**src/rtl/wb_arbiter.sv**
```systemverilog
`default_nettype none
// ============================================================================
// Module   : wb_arbiter
// Brief    : Register-file writeback arbiter sharing the write port between
//            the core and one multi-cycle extension unit (one-entry buffer).
//            Optional starvation guard: define WB_STARVE_GUARD_EN.
// Revision : 1.0 - initial release
// ============================================================================
module wb_arbiter #(
    parameter int WAIT_MAX = 8
) (
    input  logic        CLK,
    input  logic        RST,
    input  logic        CoreRegWrite,
    input  logic [4:0]  CoreRd,
    input  logic [1:0]  ResultSrc,
    input  logic [31:0] ALUResult,
    input  logic [31:0] ReadData,
    input  logic [31:0] PCPlus4,
    input  logic        ExtValid,
    input  logic [4:0]  ExtRd,
    input  logic [31:0] ExtData,
    output logic        ExtReady,
    output logic        RegWrite,
    output logic [4:0]  Rd,
    output logic [31:0] Result,
    output logic        Stall,
    output logic        ExtPending,
    output logic [4:0]  ExtPendRd
);

    typedef enum logic [1:0] {
        ST_EMPTY = 2'd0,
        ST_HELD  = 2'd1,
        ST_FORCE = 2'd2
    } state_t;

    state_t      r_state;
    logic [4:0]  r_buf_rd;
    logic [31:0] r_buf_data;
    logic [31:0] w_core_value;
    logic        w_core_wants;

    if (WAIT_MAX < 1 || WAIT_MAX > 255) begin : g_wait_max_bad
        $error("wb_arbiter: WAIT_MAX must be in 1..255");
    end

`ifdef WB_STARVE_GUARD_EN
    localparam logic [7:0] c_wait_last = 8'(WAIT_MAX - 1);
    logic [7:0] r_cnt;
`endif

    always_comb begin
        case (ResultSrc)
            2'b00:   w_core_value = ALUResult;
            2'b01:   w_core_value = ReadData;
            2'b10:   w_core_value = PCPlus4;
            default: w_core_value = 32'h0;
        endcase
    end

    assign w_core_wants = CoreRegWrite && (CoreRd != 5'd0);

    // Writeback port: combinational from inputs and registered state.
    always_comb begin
        ExtReady = 1'b0;
        RegWrite = 1'b0;
        Rd       = 5'd0;
        Result   = 32'h0;
        Stall    = 1'b0;
        if (!RST) begin
            case (r_state)
                ST_EMPTY: begin
                    ExtReady = 1'b1;
                    RegWrite = w_core_wants;
                    Rd       = CoreRd;
                    Result   = w_core_value;
                end
                ST_HELD: begin
                    if (!w_core_wants) begin
                        RegWrite = 1'b1;
                        Rd       = r_buf_rd;
                        Result   = r_buf_data;
                    end else begin
                        RegWrite = 1'b1;
                        Rd       = CoreRd;
                        Result   = w_core_value;
                    end
                end
                ST_FORCE: begin
                    Stall    = 1'b1;
                    RegWrite = 1'b1;
                    Rd       = r_buf_rd;
                    Result   = r_buf_data;
                end
                default: begin
                    RegWrite = 1'b0;
                end
            endcase
        end
    end

    assign ExtPending = (r_state != ST_EMPTY);
    assign ExtPendRd  = ExtPending ? r_buf_rd : 5'd0;

    always_ff @(posedge CLK) begin
        if (RST) begin
            r_state    <= ST_EMPTY;
            r_buf_rd   <= 5'd0;
            r_buf_data <= 32'h0;
`ifdef WB_STARVE_GUARD_EN
            r_cnt      <= 8'd0;
`endif
        end else begin
            case (r_state)
                ST_EMPTY: begin
                    // A result addressed to x0 is consumed and dropped here.
                    if (ExtValid && (ExtRd != 5'd0)) begin
                        r_buf_rd   <= ExtRd;
                        r_buf_data <= ExtData;
                        r_state    <= ST_HELD;
`ifdef WB_STARVE_GUARD_EN
                        r_cnt      <= 8'd0;
`endif
                    end
                end
                ST_HELD: begin
                    if (!w_core_wants) begin
                        r_state <= ST_EMPTY;
                    end else begin
`ifdef WB_STARVE_GUARD_EN
                        r_cnt <= r_cnt + 8'd1;
                        if (r_cnt == c_wait_last) begin
                            r_state <= ST_FORCE;
                        end
`endif
                    end
                end
                ST_FORCE: begin
                    r_state <= ST_EMPTY;
                end
                default: begin
                    r_state <= ST_EMPTY;
                end
            endcase
        end
    end

endmodule
`default_nettype wire

```
**config.mk**
```make
export PLATFORM = sky130hd
export DESIGN_NAME = wb_arbiter
export DESIGN_NICKNAME = d
export VERILOG_FILES = /design/src/rtl/wb_arbiter.sv
export SDC_FILE = /design/constraint.sdc
export NUM_CORES = 1
export LEC_CHECK = 0
export CAP_MARGIN = 30
export CORE_MARGIN = 2
export CORE_UTILIZATION = 39
export DETAILED_ROUTE_END_ITERATION = 10
export PLACE_DENSITY = 0.83
export SLEW_MARGIN = 20
export SYNTH_ARGS = -nofsm -noshare
export SYNTH_HDL_FRONTEND = slang
export SYNTH_SLANG_ARGS = --single-unit
```
**constraint.sdc**
```tcl
create_clock -name CLK -period 2.8 [get_ports CLK]
set_input_delay 0.7 -clock CLK [delete_from_list [all_inputs] [get_ports CLK]]
set_output_delay 0.7 -clock CLK [all_outputs]
set_load 0.02 [all_outputs]
```
==> results.sh, run 1 <==
export IMPL_outcome="finished, violations left"
export IMPL_violations="negative setup slack"
export IMPL_ys_types=36
export IMPL_finalWorstSetupSlack_ps=-224
export IMPL_final_nets=760
export IMPL_synth_cells=390
export IMPL_wl_um=14200
export IMPL_hold_viol=0
export IMPL_r2r_start="r_state[0]"
export IMPL_path_depth=7
export IMPL_grt_usage_pct=28.8
export IMPL_port_buffer_count=188
export IMPL_r2r_end="r_buf_data[30]"
export IMPL_ys_flop_type="dfxtp_1"
export IMPL_worstSkewPairLatency_ps=290
export IMPL_start_util_pct=39.8
export IMPL_yosys_warnings=0
export IMPL_cts_root_buf="clkbuf_8"
export IMPL_period_needed_ps=3020
export IMPL_cpLargestDelayFamily="buffers and inverters"
export IMPL_crit_path_cell_trace="clkdlybuf4s50_1 -> nand2b_4 -> o31a_4 -> buf_6 -> buf_12 -> a2111oi_4 -> buf_4"
export IMPL_post_place_cells=696
export IMPL_vdd_drop_max_mv=0.322
export IMPL_clkPwrFrac_pct=27.2
export IMPL_worstSetupPathType="input pin to output pin"
export IMPL_cts_sinks=38
export IMPL_postCtsHoldBufs=0
export IMPL_max_slew_margin_pct=63.9
export IMPL_worstRegToRegCells=5
export IMPL_synth_edf_count=0
export IMPL_cts_clk_slew_worst_paths_ps=80
export IMPL_hp_start="r_buf_rd[1]"
export IMPL_total_power_mw=2.11
export IMPL_synth_top_area_share_pct=23.5
export IMPL_rsz0062_at_grt="yes"
export IMPL_antenna_found_initial=0
export IMPL_synth_seq_cells=38
export IMPL_hold_path_class="flop to flop"
export IMPL_areaGrowthSynthToFinish_pct=102
export IMPL_ys_async_sr_fraction_pct=0
export IMPL_crit_required_ps=2100
export IMPL_max_freq_mhz=331
export IMPL_cts_tree="built"
export IMPL_die_h_um=95.1
export IMPL_whs_path_depth=2
export IMPL_wl_per_cell_um=19.6
export IMPL_crit_buf_inv=4
export IMPL_synth_most_common_cell="nand2_1"
export IMPL_die_w_um=95.1
export IMPL_maxCapViolCount=0
export IMPL_swShare_pct=31.6
export IMPL_p_per_area_nw_per_um2=322
export IMPL_ff_latch_area_sq_um=761
export IMPL_vias=4156
export IMPL_drtIter0Drc=169
export IMPL_cp_slowest_cell="clkdlybuf4s50_1"
export IMPL_setup_viol=35
export IMPL_grt_first_pass_wirelength_um=20300
export IMPL_yosysTopAreaCell="dfxtp_1"
export IMPL_synth_common_cells="nand2_1 (67), mux2i_1 (65), dfxtp_1 (38)"
export IMPL_gp_congestion=0.862
export IMPL_combPwrFrac_pct=43.7
export IMPL_cp_end_kind="output pin"
export IMPL_grt_ovfl_total=0
export IMPL_firstDrtPassIters=4
export IMPL_grt_pass1_vias=4203
export IMPL_hpwl_um=9600
export IMPL_postRouteAntennaNets=0
export IMPL_htreeDepth=2
export IMPL_max_stage_delay_ps=450
export IMPL_arrival_ps=2320
export IMPL_r2r_slack_ps=1130
export IMPL_drc=0
export IMPL_antennaDiodeCount=0
export IMPL_layout_drive_gt1_share_pct=30.6
export IMPL_core_sq_um=8130
export IMPL_multi_input_area_sq_um=2850
export IMPL_cts_path_max_buffers=2
export IMPL_setup_worst_path_start_class="input pin"
export IMPL_fin_crit_sh_pct=108
export IMPL_switchingPower_mw=0.666
export IMPL_postSynthAreaPerCell_sq_um=8.31
export IMPL_final_cells=722
export IMPL_fillers=505
export IMPL_synth_nets=534
export IMPL_viasPerCell=5.76
export IMPL_io_pins=190
export IMPL_hold_path_end="r_buf_rd[1]"
export IMPL_leakage_nw=2.62
export IMPL_rows=33
export IMPL_p_int_mw=1.44
export IMPL_crit_fanout=6
export IMPL_tightestPinTransition_ps=542
export IMPL_grt_max_degree=57
export IMPL_p_seq_share_pct=29.2
export IMPL_finish_utilization_pct=80.4
export IMPL_synth_seq_area_share_pct=23.5
export IMPL_maxSlewViolCount=0
export IMPL_worst_clock_skew_ps=3.75
export IMPL_dieArea_sq_um=9050
export IMPL_cts_inserted_buffers=5
export IMPL_syn_area_sq_um=3240
export IMPL_ys_top_cells_by_area="dfxtp_1 (23%), mux2i_1 (20%), a2111oi_2 (13%)"
## worst reg2reg max path, cell delays in order, from the launching register on
cell and delay, ps:
dfxtp_1 320, buf_4 180, nor2b_1 330, o21a_2 230, buf_12 250, mux2i_1 280
## registers in the layout, indices dropped and copies added (netlist names)
| register | cells |
|---|---|
| r_buf_data | 32 |
| r_state | 1 |
| r_buf_rd | 5 |
## worst max-delay path by stage
stage | to | from
2_1_floorplan | Result[0] | CoreRd[4]
3_3_place_gp | Result[2] | CoreRd[4]
3_5_place_dp | Result[21] | CoreRd[4]
4_1_cts | Result[13] | CoreRd[1]
5_1_grt | Result[21] | CoreRd[4]
6_report | Result[21] | CoreRegWrite
## per-stage QoR
step / setup TNS (ps) / instance area [sq um] / hold WS, ps / setup slack, ps
global placement: -32630 / 5950 / 438 / -919
global route: -7410 / 6540 / 495 / -275
floorplan: -1810 / 3610 / 424 / -275
CTS: -7770 / 6300 / 450 / -308
detailed placement: -33040 / 5950 / 437 / -940
finish: -5690 / 6540 / 447 / -224
## cell type report
class                      count  share of cell area (%)
multi-input combinational    301                    43.6
timing repair buffer         267                    40.5
sequential                    38                    11.6
tap                          105                    2.01
clock buffer                   5                    1.05
clock inverter                 3                    1.05
inverter                       3                   0.172
## layer usage
metal | GRT usage [%] | vias up | wire length, um
met3 | 5.30 | 45 | 1120
li1 | - | 1919 | -
met5 | 0 | - | 0
met4 | 10.7 | 0 | 465
met1 | 31.8 | 1982 | 5280
met2 | 54.3 | 210 | 7310
## kinds of logic (layout without fill, tap and decap cells)
| family | after synthesis | after routing | share of synthesized area, % |
|---|---|---|---|
| other | 1 | 1 | 0.116 |
| buffers and inverters | 51 | 278 | 7.34 |
| DFF | 38 | 38 | 23.5 |
| and+or+nand+nor | 151 | 151 | 21.3 |
| muxes | 65 | 65 | 20.1 |
| AOI/OAI and AO/OA | 84 | 84 | 27.7 |
## cell usage in the layout, fill, tap and decap left out, types with 4 or more instances in the layout
cell	Yosys	routed
buf_12	0	11
nor4_2	0	8
nor4_4	0	6
buf_4	3	90
nand2_1	67	67
nor2_1	35	35
clkdlybuf4s50_1	0	142
and2_1	4	4
mux2i_1	65	65
buf_16	0	4
nor4_1	32	18
a2bb2oi_1	32	32
a2111oi_4	0	32
clkbuf_8	0	5
buf_6	3	11
dfxtp_1	38	38
## power by group through the flow
stage / registers [mW] / logic, mW / clock network [mW]
final: 0.615 / 0.921 / 0.572
after global routing: 0.618 / 0.970 / 0.604
after global placement: 0.617 / 0.830 / 0
after detailed placement: 0.620 / 0.845 / 0
after floorplan: 0.613 / 0.449 / 0
after CTS: 0.608 / 0.884 / 0.579
## what timing repair did
action,in CTS,in global routing
gates cloned,4,3
setup buffers,7,6
pin swaps,8,13
gates resized for setup,225,40
endpoints found under the setup margin,38,38
No activity file was read; power rests on OpenSTA's default activity.
==> run 2: changes to the inputs <==
--- a/config.mk
+++ b/config.mk
@@ -6,7 +6,7 @@
 export NUM_CORES = 1
 export LEC_CHECK = 0
 export CAP_MARGIN = 30
-export CORE_MARGIN = 2
+export CORE_MARGIN = 1
 export CORE_UTILIZATION = 39
 export DETAILED_ROUTE_END_ITERATION = 10
 export PLACE_DENSITY = 0.83
==> run 2 against run 1 <==
The flow still finishes with violations (negative setup slack); first-iteration DRC count grew 17%; register-to-register slack is essentially flat; flip-flop and latch count is the same; cell area shrank 4.4%; total power shrank 1.8%; via count shrank 4.2%; worst hold slack gained 0.99 ps; critical path type unchanged; critical endpoint is now Result[22]; highest routed layer unchanged.
==> results.sh, run 2 (synthesized netlist as in run 1, its figures left out) <==
export IMPL_port_buffer_count=188
export IMPL_vias=3980
export IMPL_final_nets=747
export IMPL_worst_clock_skew_ps=9.03
export IMPL_crit_end="Result[22]"
export IMPL_top_register="r_buf_data"
export IMPL_hp_start="r_buf_rd[1]"
export IMPL_r2r_slack_ps=1130
export IMPL_combPwrFrac_pct=42.8
export IMPL_cts_clk_slew_worst_paths_ps=90
export IMPL_clkPwrFrac_pct=27.7
export IMPL_drtIter0Drc=197
export IMPL_crit_fanout=7
export IMPL_cts_path_max_buffers=2
export IMPL_hold_path_class="flop to flop"
export IMPL_setup_tns_ps=-3870
export IMPL_rows=32
export IMPL_die_h_um=93.1
export IMPL_finish_utilization_pct=79.3
export IMPL_setup_viol=34
export IMPL_antenna_found_initial=0
export IMPL_io_pins=190
export IMPL_postRouteAntennaNets=0
export IMPL_worstSkewPairLatency_ps=290
export IMPL_maxCapViolCount=0
export IMPL_wl_um=13600
export IMPL_leakage_nw=2.50
export IMPL_firstDrtPassIters=4
export IMPL_grt_usage_pct=30.5
export IMPL_cts_inserted_buffers=5
export IMPL_worstSetupPathType="input pin to output pin"
export IMPL_p_seq_share_pct=29.5
export IMPL_max_freq_mhz=339
export IMPL_grt_ovfl_total=0
export IMPL_drc=0
export IMPL_arrival_ps=2250
export IMPL_grt_pass1_vias=4122
export IMPL_setup_worst_path_start_class="input pin"
export IMPL_cp_slowest_cell="or3_4"
export IMPL_rsz0062_at_grt="yes"
export IMPL_crit_path_cell_trace="buf_6 -> or3_4 -> o31a_4 -> buf_12 -> a2111oi_4 -> buf_4"
export IMPL_core_sq_um=7890
export IMPL_fillers=546
export IMPL_dieArea_sq_um=8670
export IMPL_max_slew_margin_pct=64.1
export IMPL_viasPerCell=5.64
export IMPL_htreeDepth=2
export IMPL_r2r_start="r_state[0]"
export IMPL_outcome="finished, violations left"
export IMPL_period_needed_ps=2950
export IMPL_wl_per_cell_um=19.3
export IMPL_path_depth=6
export IMPL_cp_end_kind="output pin"
export IMPL_gp_congestion=0.872
export IMPL_final_cells=706
export IMPL_maxSlewViolCount=0
export IMPL_tightestPinTransition_ps=533
export IMPL_r2r_end="r_buf_data[17]"
export IMPL_hpwl_um=9540
export IMPL_layout_drive_gt1_share_pct=27.8
export IMPL_postCtsHoldBufs=0
export IMPL_largest_reg_flops=32
export IMPL_grt_max_degree=47
export IMPL_max_stage_delay_ps=380
export IMPL_violations="negative setup slack"
export IMPL_p_per_area_nw_per_um2=331
export IMPL_hold_viol=0
export IMPL_grt_first_pass_wirelength_um=20600
export IMPL_crit_required_ps=2100
export IMPL_die_w_um=93.1
export IMPL_final_cell_mix="clkdlybuf4s50_1 (142), buf_4 (82), nand2_1 (67)"
export IMPL_fin_crit_sh_pct=105
export IMPL_cpLargestDelayFamily="compound AO/OA/AOI/OAI gates"
export IMPL_final_common_cell="clkdlybuf4s50_1"
export IMPL_finalWorstSetupSlack_ps=-152
export IMPL_switchingPower_mw=0.645
export IMPL_post_place_cells=686
export IMPL_p_int_mw=1.43
export IMPL_vdd_drop_max_mv=0.241
export IMPL_start_util_pct=41.1
export IMPL_reg_top3="r_buf_data x32, r_buf_rd x5, r_state x1"
export IMPL_crit_buf_inv=3
export IMPL_swShare_pct=31.2
export IMPL_worstRegToRegCells=5
export IMPL_antennaDiodeCount=0
export IMPL_cts_tree="built"
export IMPL_cts_root_buf="clkbuf_8"
export IMPL_cts_sinks=38
export IMPL_crit_path_start="CoreRd[1]"
export IMPL_areaGrowthSynthToFinish_pct=93.1
==> run 2: cell count changes in the layout (fill, tap and decap cells not counted), sizes merged <==
| cell | previous run | this run |
|---|---|---|
| dlymetal6s2s | 1 | 0 |
| dlygate4sd2 | 0 | 1 |
| buf | 118 | 105 |
| clkbuf | 10 | 8 |
| bufbuf | 0 | 2 |
==> run 2: area by class of cell <==
cell class                 instances  area, sq um  share of cell area (%)
multi-input combinational        301         2750                    43.9
clock inverter                     3         68.8                    1.10
clock buffer                       5         68.8                    1.10
tap                              102          128                    2.04
sequential                        38          761                    12.2
timing repair buffer             254         2470                    39.5
inverter                           3         11.3                   0.180
==> run 2: what timing repair did <==
| item | CTS | global route |
|---|---|---|
| cloned | 3 | 0 |
| gates resized for setup | 225 | 12 |
| buffers inserted | 6 | 3 |
| pin swaps | 7 | 8 |
| setup endpoints to repair | 38 | 37 |
==> run 2: worst min path at each step <==
stage,end,cells past startpoint
floorplan,r_buf_rd[1],2
global placement,r_buf_rd[1],2
detailed placement,r_buf_rd[1],2
CTS,r_buf_rd[1],2
global route,r_buf_rd[1],2
finish,r_buf_rd[1],2
==> run 2: worst reg2reg max path, stage by stage (launching register included) <==
cell	delay, ps
dfxtp_1	320
buf_4	170
nor2b_1	360
o21a_2	230
buf_12	240
mux2i_1	270
==> run 2: through the flow <==
step,instance area (sq um),total power [mW],setup slack [ps],hold WS (ps)
after floorplan,3610,1.06,-275,424
after detailed placement,5910,1.47,-987,440
after global routing,6250,2.15,-188,477
final,6250,2.07,-152,448
after global placement,5910,1.45,-947,437
after CTS,6220,2.06,-251,451
==> run 2: power groups by stage <==
stage,clock [mW],sequential [mW],combinational [mW]
2_1_floorplan,0,0.613,0.449
3_3_place_gp,0,0.617,0.829
3_5_place_dp,0,0.620,0.846
4_1_cts,0.579,0.608,0.875
5_1_grt,0.604,0.614,0.936
6_report,0.574,0.610,0.887
==> run 2: per-layer routing <==
layer | up-vias | track usage [%] | wire length (um)
met5 | - | 0 | 0
met4 | 0 | 13.7 | 429
met3 | 32 | 5.61 | 892
met2 | 164 | 55.6 | 6880
met1 | 1883 | 34.1 | 5400
li1 | 1901 | - | -
==> run 3: changes to the inputs <==
--- a/config.mk
+++ b/config.mk
@@ -6,7 +6,7 @@
 export NUM_CORES = 1
 export LEC_CHECK = 0
 export CAP_MARGIN = 30
-export CORE_MARGIN = 1
+export CORE_MARGIN = 8
 export CORE_UTILIZATION = 39
 export DETAILED_ROUTE_END_ITERATION = 10
 export PLACE_DENSITY = 0.83
==> run 3 against run 2 <==
The run still ends with negative setup slack left; die area rose by 32%; worst hold slack improved by 5.8 ps; combinational power rose by 5.1%; clock power shrank 0.7%.
==> results.sh, run 3 (synthesized netlist as in run 1, its figures left out) <==
export IMPL_outcome="finished, violations left"
export IMPL_violations="negative setup slack"
export IMPL_maxCapViolCount=0
export IMPL_layout_drive_gt1_share_pct=30.8
export IMPL_crit_path_cell_trace="buf_6 -> or3_4 -> o31a_4 -> buf_12 -> a2111oi_4 -> buf_4"
export IMPL_grt_max_degree=55
export IMPL_arrival_ps=2360
export IMPL_whs_path_depth=2
export IMPL_die_w_um=107
export IMPL_rows=33
export IMPL_leakage_nw=2.62
export IMPL_grt_first_pass_wirelength_um=22900
export IMPL_cts_clk_slew_worst_paths_ps=80
export IMPL_setup_viol=34
export IMPL_max_slew_margin_pct=65.1
export IMPL_whs_ps=454
export IMPL_cts_sinks=38
export IMPL_crit_required_ps=2100
export IMPL_maxSlewViolCount=0
export IMPL_fillers=529
export IMPL_crit_fanout=8
export IMPL_cp_end_kind="output pin"
export IMPL_hpwl_um=10500
export IMPL_start_util_pct=39.8
export IMPL_grt_ovfl_total=0
export IMPL_final_cell_mix="clkdlybuf4s50_1 (141), buf_4 (86), nand2_1 (67)"
export IMPL_gp_congestion=0.869
export IMPL_cts_path_max_buffers=2
export IMPL_grt_pass1_vias=4314
export IMPL_setup_worst_path_start_class="input pin"
export IMPL_dieArea_sq_um=11500
export IMPL_worstSkewPairLatency_ps=290
export IMPL_final_cell_area_sq_um=6500
export IMPL_top_register="r_buf_data"
export IMPL_drc=0
export IMPL_multi_input_area_sq_um=2810
export IMPL_worstSetupPathType="input pin to output pin"
export IMPL_htreeDepth=2
export IMPL_final_nets=757
export IMPL_firstDrtPassIters=4
export IMPL_cp_slowest_cell="o31a_4"
export IMPL_cts_tree="built"
export IMPL_cts_inserted_buffers=5
export IMPL_path_depth=6
export IMPL_cts_root_buf="clkbuf_8"
export IMPL_io_pins=190
export IMPL_crit_buf_inv=3
export IMPL_fin_crit_sh_pct=109
export IMPL_wl_per_cell_um=21.2
export IMPL_hold_viol=0
export IMPL_largest_reg_flops=32
export IMPL_antennaDiodeCount=0
export IMPL_postCtsHoldBufs=0
export IMPL_max_stage_delay_ps=400
export IMPL_core_sq_um=8130
export IMPL_vdd_drop_max_mv=0.375
export IMPL_hold_path_class="flop to flop"
export IMPL_worst_clock_skew_ps=2.99
export IMPL_drtIter0Drc=201
export IMPL_areaGrowthSynthToFinish_pct=101
export IMPL_wl_um=15200
export IMPL_worstRegToRegCells=5
export IMPL_tightestPinTransition_ps=519
export IMPL_period_needed_ps=3060
export IMPL_vias=4037
export IMPL_postRouteAntennaNets=0
export IMPL_grt_usage_pct=25.0
export IMPL_finalWorstSetupSlack_ps=-261
export IMPL_die_h_um=107
export IMPL_port_buffer_count=188
export IMPL_final_common_cell="clkdlybuf4s50_1"
export IMPL_viasPerCell=5.61
export IMPL_rsz0062_at_grt="yes"
export IMPL_ff_latch_area_sq_um=761
export IMPL_antenna_found_initial=0
export IMPL_cpLargestDelayFamily="compound AO/OA/AOI/OAI gates"
export IMPL_reg_top3="r_buf_data x32, r_buf_rd x5, r_state x1"
export IMPL_place_area_sq_um=5920
export IMPL_p_per_area_nw_per_um2=325
export IMPL_max_freq_mhz=327
-- run 3: layout make-up --
cell class	instances	area share, %
multi-input combinational	301	43.1
tap	105	2.02
clock inverter	3	1.06
sequential	38	11.7
clock buffer	5	1.06
inverter	3	0.173
timing repair buffer	264	40.9
-- run 3: worst reg2reg max path, stage by stage (launching register included) --
cell and delay (ps):
dfxtp_1 320, buf_4 170, nor2b_1 350, o21a_2 250
buf_12 250, mux2i_1 280
-- run 3: worst paths after layout --
kind	from	endpoint	slack [ps]
hold reg to reg	r_buf_rd[1]	r_buf_rd[1]	450
setup reg to reg	r_state[0]	r_buf_data[10]	1100
hold / removal	r_buf_rd[1]	r_buf_rd[1]	450
setup / recovery	CoreRd[4]	Result[27]	-260
-- run 3: per-stage QoR --
step	instances	utilization, %	total power [mW]	worst slack, ps	setup TNS (ps)
3_3_place_gp	691	72.7	1.44	-936	-32790
4_1_cts	711	77.0	2.07	-304	-7650
2_1_floorplan	390	-	1.06	-275	-1810
3_5_place_dp	691	72.7	1.46	-1030	-33750
5_1_grt	719	79.9	2.20	-283	-7260
6_report	719	79.9	2.11	-261	-6070
-- run 3: per-layer routing --
metal / vias up / GRT usage (%) / wire length (um)
met4: 0 / 9.55 / 596
met1: 1907 / 27.3 / 5540
met3: 38 / 5.70 / 1080
met2: 173 / 45.6 / 8040
li1: 1919 / - / -
met5: - / 0 / 0
-- run 3: power breakdown --
group          total (mW)  internal [mW]  switching [mW]
Sequential          0.609          0.579          0.0305
Combinational       0.932          0.515           0.417
Clock               0.570          0.357           0.212
-- run 3: repair_timing --
action                                  4_1_cts  5_1_grt
gates resized for setup                     218       37
endpoints found under the setup margin       38       38
cloned                                        5        2
pin swaps                                     7       21
endpoints found under the hold margin         0        0
setup buffers                                 7        6
